==> src/rtl/tanh_seq_if.sv <==
// Operand/result stream bundle for tanh_seq.
// master = producer/consumer side, slave = tanh_seq.
interface tanh_seq_if #(
  parameter int W = 18
) ();
  logic [W-1:0] in_data;
  logic         in_valid;
  logic         in_ready;
  logic [W-1:0] out_data;
  logic         out_valid;
  logic         out_ready;

  modport master (
    output in_data, in_valid, out_ready,
    input  in_ready, out_data, out_valid
  );

  modport slave (
    input  in_data, in_valid, out_ready,
    output in_ready, out_data, out_valid
  );
endinterface

==> src/rtl/tanh_seq.sv <==
// Streaming front-end for the shared 6-phase tanh unit, with an in-order result FIFO.
// Optional TANH_SEQ_COUNT_EN adds a 16-bit wrapping count of results pushed.
module tanh_seq #(
  parameter  int QN         = 6,
  parameter  int QM         = 11,
  parameter  int FIFO_DEPTH = 4,
  localparam int W          = QN + QM + 1
) (
  input  logic         clock,
  input  logic         reset,
  tanh_seq_if.slave    s,
  output logic [W-1:0] act_operand,
  input  logic [W-1:0] act_result,
  output logic         busy
`ifdef TANH_SEQ_COUNT_EN
  ,
  output logic [15:0]  done_count
`endif
);

  localparam int AW = (FIFO_DEPTH > 1) ? $clog2(FIFO_DEPTH) : 1;
  localparam int CW = AW + 1;
  localparam logic [CW:0] DEPTH_L = (CW + 1)'(FIFO_DEPTH);

  typedef enum logic [2:0] {
    PH_IDLE     = 3'd0,
    PH_INTERVAL = 3'd1,
    PH_COEF     = 3'd2,
    PH_MAC1     = 3'd3,
    PH_MAC2     = 3'd4,
    PH_END      = 3'd5
  } phase_e;

  phase_e          phase_q, phase_d;
  logic            inflight_q, inflight_d;
  logic [W-1:0]    act_operand_q, act_operand_d;
  logic [W-1:0]    mem_q [FIFO_DEPTH];
  logic [W-1:0]    mem_d [FIFO_DEPTH];
  logic [AW-1:0]   wr_ptr_q, wr_ptr_d;
  logic [AW-1:0]   rd_ptr_q, rd_ptr_d;
  logic [CW-1:0]   count_q, count_d;
  logic            in_ready_q, in_ready_d;
  logic            out_valid_q, out_valid_d;
  logic [W-1:0]    out_data_q, out_data_d;
  logic            busy_q, busy_d;
  logic            accept_s, push_s, pop_s;
`ifdef TANH_SEQ_COUNT_EN
  logic [15:0]     done_count_q, done_count_d;
`endif

  always_ff @(posedge clock) begin
    if (reset) begin
      phase_q       <= PH_IDLE;
      inflight_q    <= 1'b0;
      act_operand_q <= '0;
      for (int i = 0; i < FIFO_DEPTH; i++) mem_q[i] <= '0;
      wr_ptr_q      <= '0;
      rd_ptr_q      <= '0;
      count_q       <= '0;
      in_ready_q    <= 1'b0;
      out_valid_q   <= 1'b0;
      out_data_q    <= '0;
      busy_q        <= 1'b0;
`ifdef TANH_SEQ_COUNT_EN
      done_count_q  <= 16'h0000;
`endif
    end else begin
      phase_q       <= phase_d;
      inflight_q    <= inflight_d;
      act_operand_q <= act_operand_d;
      mem_q         <= mem_d;
      wr_ptr_q      <= wr_ptr_d;
      rd_ptr_q      <= rd_ptr_d;
      count_q       <= count_d;
      in_ready_q    <= in_ready_d;
      out_valid_q   <= out_valid_d;
      out_data_q    <= out_data_d;
      busy_q        <= busy_d;
`ifdef TANH_SEQ_COUNT_EN
      done_count_q  <= done_count_d;
`endif
    end
  end

  always_comb begin
    phase_d       = phase_q;
    inflight_d    = inflight_q;
    act_operand_d = act_operand_q;
    mem_d         = mem_q;
    wr_ptr_d      = wr_ptr_q;
    rd_ptr_d      = rd_ptr_q;
    count_d       = count_q;
    accept_s      = 1'b0;
    push_s        = 1'b0;
    pop_s         = 1'b0;

    case (phase_q)
      PH_IDLE:     phase_d = PH_INTERVAL;
      PH_INTERVAL: phase_d = PH_COEF;
      PH_COEF:     phase_d = PH_MAC1;
      PH_MAC1:     phase_d = PH_MAC2;
      PH_MAC2:     phase_d = PH_END;
      PH_END:      phase_d = PH_IDLE;
      default:     phase_d = PH_IDLE;
    endcase

    // in_ready_q is only ever high during PH_END, so accepts land on window boundaries.
    accept_s = s.in_valid && in_ready_q;
    push_s   = (phase_q == PH_END) && inflight_q;
    pop_s    = out_valid_q && s.out_ready;

    if (accept_s) begin
      act_operand_d = s.in_data;
      inflight_d    = 1'b1;
    end else if (push_s) begin
      inflight_d    = 1'b0;
    end else begin
      inflight_d    = inflight_q;
    end

    if (push_s) begin
      mem_d[wr_ptr_q] = act_result;
      wr_ptr_d        = wr_ptr_q + AW'(1);
    end else begin
      wr_ptr_d        = wr_ptr_q;
    end

    if (pop_s) begin
      rd_ptr_d = rd_ptr_q + AW'(1);
    end else begin
      rd_ptr_d = rd_ptr_q;
    end

    case ({push_s, pop_s})
      2'b10:   count_d = count_q + CW'(1);
      2'b01:   count_d = count_q - CW'(1);
      default: count_d = count_q;
    endcase
  end

  // Outputs are registered from next-state so they line up with the state they describe.
  always_comb begin
    out_valid_d = (count_d != '0);
    busy_d      = inflight_d || (count_d != '0);
    in_ready_d  = (phase_d == PH_END) &&
                  (({1'b0, count_d} + {{CW{1'b0}}, inflight_d}) < DEPTH_L);
    if (count_d != '0) begin
      out_data_d = mem_d[rd_ptr_d];
    end else begin
      out_data_d = out_data_q;
    end
`ifdef TANH_SEQ_COUNT_EN
    if (push_s) begin
      done_count_d = done_count_q + 16'd1;
    end else begin
      done_count_d = done_count_q;
    end
`endif
  end

  assign act_operand = act_operand_q;
  assign s.in_ready  = in_ready_q;
  assign s.out_valid = out_valid_q;
  assign s.out_data  = out_data_q;
  assign busy        = busy_q;
`ifdef TANH_SEQ_COUNT_EN
  assign done_count  = done_count_q;
`endif

endmodule

==> src/flat_wrapper.sv <==
// flat-port wrapper written by rule: the top's interface ports become plain ports
module tanh_seq_flat 
#(
  parameter  int QN         = 6,
  parameter  int QM         = 11,
  parameter  int FIFO_DEPTH = 4,
  localparam int W          = QN + QM + 1
)
  (clock, reset, act_operand, act_result, busy, s_in_data, s_in_valid, s_out_ready, s_in_ready, s_out_data, s_out_valid);
  tanh_seq_if #(.W((18))) s_i ();
  input  logic clock;
  input  logic reset;
  output logic [W-1:0] act_operand;
  input  logic [W-1:0] act_result;
  output logic busy;
  input wire logic [$bits(s_i.in_data)-1:0] s_in_data;
  input wire logic [$bits(s_i.in_valid)-1:0] s_in_valid;
  input wire logic [$bits(s_i.out_ready)-1:0] s_out_ready;
  output wire logic [$bits(s_i.in_ready)-1:0] s_in_ready;
  output wire logic [$bits(s_i.out_data)-1:0] s_out_data;
  output wire logic [$bits(s_i.out_valid)-1:0] s_out_valid;
  assign s_i.in_data = s_in_data;
  assign s_i.in_valid = s_in_valid;
  assign s_i.out_ready = s_out_ready;
  assign s_in_ready = s_i.in_ready;
  assign s_out_data = s_i.out_data;
  assign s_out_valid = s_i.out_valid;
  tanh_seq #(.QN(QN), .QM(QM), .FIFO_DEPTH(FIFO_DEPTH)) u_core (.clock(clock), .reset(reset), .s(s_i), .act_operand(act_operand), .act_result(act_result), .busy(busy));
endmodule
==> config.mk <==
export PLATFORM = sky130hd
export DESIGN_NAME = tanh_seq_flat
export DESIGN_NICKNAME = d
export VERILOG_FILES = /design/src/rtl/tanh_seq_if.sv /design/src/rtl/tanh_seq.sv /design/src/flat_wrapper.sv
export SDC_FILE = /design/constraint.sdc
export NUM_CORES = 1
export LEC_CHECK = 0
export ABC_AREA = 1
export BUFFER_PORTS_ARGS = -buffer_cell sky130_fd_sc_hd__buf_2
export CAP_MARGIN = 20
export CORE_MARGIN = 2
export CORE_UTILIZATION = 62
export CTS_CLUSTER_SIZE = 10
export DETAILED_ROUTE_END_ITERATION = 6
export HOLD_SLACK_MARGIN = 0.1
export MAX_ROUTING_LAYER = met4
export PLACE_DENSITY = 0.92
export SLEW_MARGIN = 10
export SYNTH_ARGS = -nofsm -noshare
export SYNTH_HDL_FRONTEND = slang
export SYNTH_SLANG_ARGS = --single-unit
==> constraint.sdc <==
create_clock -name clock -period 7.12 [get_ports clock]
set_input_delay 1.424 -clock clock [delete_from_list [all_inputs] [get_ports clock]]
set_output_delay 1.424 -clock clock [all_outputs]
set_load 0.05 [all_outputs]
==> flow_summary.json <==
{
  "min_period_ps": 3200,
  "io_pins": 79,
  "r2r_slack_ps": 3920,
  "start_util_pct": 64.2,
  "drive_gt1_share_pct": 12.0,
  "mostFrequentLayoutCells": "nand2_1, nand3_1, dfxtp_1",
  "p_leak_nw": 3.18,
  "timing.rr.end": "u_core.s.out_data[9]$_SDFFE_PP0P_",
  "clk_latency_ps": 530,
  "hold_buffers": 0,
  "endpoint_kind": "flip-flop",
  "cts_made_buffers": 17,
  "wire_per_inst_um": 14.8,
  "seqCellArea_sq_um": 2440,
  "power_density_nw_per_um2": 317,
  "grt_max_degree": 100,
  "fin_worst_skew_ps": 6.42,
  "drtPass1Iterations": 7,
  "wl_met2_um": 7830,
  "final.setup.tns_ps": 0,
  "yosys_warnings": 0,
  "r2r_start": "u_core.inflight_q$_SDFF_PP0_",
  "hpwl_um": 9200,
  "clockBufferDepth": 2,
  "dieHeight_um": 102,
  "row_count": 35,
  "timing.final.crit_share_pct": 45.0,
  "ys_seq_area_share_pct": 41.0,
  "routed-via-count": 6388,
  "post_cts_resized": 0,
  "path_class": "flip-flop to flip-flop",
  "finalSetupViolations": 0,
  "hold_path_end": "u_core.act_operand[17]$_SDFFE_PP0P_",
  "grt_setup_unrepaired": "false",
  "hold_violations": 0,
  "syn_inst": 938,
  "arrival_ps": 3630,
  "cp-start-kind": "flip-flop",
  "worstRegToRegCells": 12,
  "viasPerCell": 5.67,
  "dieArea_sq_um": 10400,
  "antenna_found_initial": 0,
  "place_ws_ps": 3580,
  "diodes": 0,
  "synth_area_per_cell_sq_um": 6.35,
  "final_antenna_net_count": 0,
  "synth_top_area_share_pct": 41.0,
  "mostFrequentLayoutCell": "nand2_1",
  "hold_class": "flip-flop to flip-flop",
  "ys_types": 24,
  "syn-num-nets": 984,
  "grt_pass1_vias": 5866,
  "clkSinkCount": 122,
  "drt-total-wl_um": 16600,
  "cp_max_fo": 37,
  "port_buffers": 78,
  "fmax_mhz": 312,
  "drt-met1-wl_um": 6820,
  "coreArea_sq_um": 9280,
  "cap_violations": 0,
  "ys_top_cells_by_area": "dfxtp_1, nand2_1, nand3_1",
  "ctsRootBufferMaster": "clkbuf_8",
  "htree_levels": 4,
  "grt_pass1_wl_um": 27300,
  "multi_input_area_sq_um": 3090,
  "vdd.ir_drop.worst_v": 0.000244,
  "fill_cells": 753,
  "die_x_um": 102,
  "dr.max_layer_used": "met4",
  "met3_length_um": 1500,
  "gp_congestion": 0.832,
  "worst_pin_slew_ps": 1050,
  "finalNetCount": 1030,
  "ys_ff_latch": 122,
  "hold_start": "u_core.act_operand[17]$_SDFFE_PP0P_",
  "track_usage_pct": 33.9,
  "fin_ws_ps": 3920,
  "postCtsSetupRepairBufs": 0,
  "crit_required_ps": 7550,
  "clk_pin_slew_ps": 60,
  "grt_overflow": 0,
  "final_max_slew_viol_count": 0,
  "drc": 0,
  "hold_depth": 2,
  "syn2layout_area_growth_pct": 15.3,
  "drtIter0Drc": 601,
  "outcome": "finished, final reports clean",
  "cts_tree": "built",
  "synth_top_cell_by_area": "dfxtp_1",
  "slew-limit-headroom_pct": 30.2,
  "synth_area_sq_um": 5960
}
==> worst max-delay path by stage <==
stage	from	to	slack [ps]	cells past startpoint
after CTS	u_core.inflight_q$_SDFF_PP0_	u_core.s.out_data[9]$_SDFFE_PP0P_	4030	12
after detailed placement	s_out_ready	u_core.s.out_data[9]$_SDFFE_PP0P_	3580	12
after global placement	s_out_ready	u_core.s.out_data[9]$_SDFFE_PP0P_	3650	11
final	u_core.inflight_q$_SDFF_PP0_	u_core.s.out_data[9]$_SDFFE_PP0P_	3920	12
after global routing	u_core.inflight_q$_SDFF_PP0_	u_core.s.out_data[9]$_SDFFE_PP0P_	3770	13
after floorplan	s_out_ready	u_core.s.out_data[16]$_SDFFE_PP0P_	3920	14
==> area by class of cell <==
cell class / instances / area share [%]
Clock inverter: 14 / 2.06
Clock buffer: 18 / 6.23
Multi-Input combinational cell: 715 / 45.0
Tap cell: 129 / 2.35
Inverter: 43 / 2.35
Timing Repair Buffer: 85 / 6.45
Sequential cell: 122 / 35.5
==> where the power goes <==
group / total (mW) / switching (mW) / internal [mW] / leakage [nW]
Sequential: 0.772 / 0.0328 / 0.739 / 0.986
Clock: 0.827 / 0.348 / 0.480 / 0.267
Combinational: 0.580 / 0.416 / 0.164 / 1.93
Total: 2.18 / 0.797 / 1.38 / 3.18
==> stage by stage <==
step                      utilization (%)  hold WS, ps  area, sq um  total power [mW]  instances
after floorplan                         -          438         5960              1.23        938
after global placement               67.9          457         6300              1.35       1094
after detailed placement             67.9          465         6300              1.35       1094
after CTS                            74.0          480         6870              2.17       1126
after global routing                 74.0          510         6870              2.27       1126
final                                74.0          478         6870              2.18       1126
==> synth_stat cells <==
| cell type | count |
|---|---|
| buf_1 | 9 |
| inv_1 | 35 |
| a31oi_1 | 1 |
| nor3_4 | 1 |
| buf_4 | 6 |
| ha_1 | 5 |
| clkbuf_1 | 27 |
| nor3b_1 | 2 |
| a21oi_1 | 75 |
| nor2_1 | 81 |
| buf_2 | 15 |
| o21ai_0 | 22 |
| xor2_1 | 1 |
| nand3_1 | 148 |
| nand4_1 | 2 |
| inv_2 | 1 |
| o21a_1 | 1 |
| nor2_2 | 1 |
| nand2_1 | 373 |
| clkbuf_2 | 1 |
| dfxtp_1 | 122 |
| xnor2_1 | 1 |
| clkinv_1 | 7 |
| fa_1 | 1 |
==> state kept, by name, indices dropped and copies added, names as in the netlist <==
name                count
u_core.act_operand     18
u_core.count_q          3
u_core.mem_q           72
u_core.inflight_q       1
u_core.rd_ptr_q         2
u_core.phase_q          3
u_core.wr_ptr_q         2
u_core.s.in_ready       1
u_core.s.out_data      18
u_core.busy             1
u_core.s.out_valid      1
==> metal layers <==
| layer | track usage [%] | up-vias |
|---|---|---|
| met5 | - | - |
| met4 | 16.0 | 0 |
| met3 | 6.57 | 57 |
| met2 | 53.3 | 363 |
| met1 | 42.2 | 2855 |
| li1 | - | 3113 |
==> critical path: stages, from the launching register on <==
cell and delay [ps]:
dfxtp_1 900, nand4_1 270, ha_1 300, inv_1 100, fa_1 410, nand2_1 80, o21a_1 180, nor2_1 60
nand3_1 80, buf_4 390, nand3_1 170, nand2_1 100, inv_1 40
==> kinds of logic after synthesis <==
| family | after synthesis | share of synthesized area [%] |
|---|---|---|
| compound gates | 99 | 8.38 |
| simple gates | 608 | 41.9 |
| fa+ha+maj | 6 | 1.39 |
| flops | 122 | 41.0 |
| buf+inv | 101 | 7.08 |
| xor+xnor | 2 | 0.294 |
(Power assumes the default switching activity.)
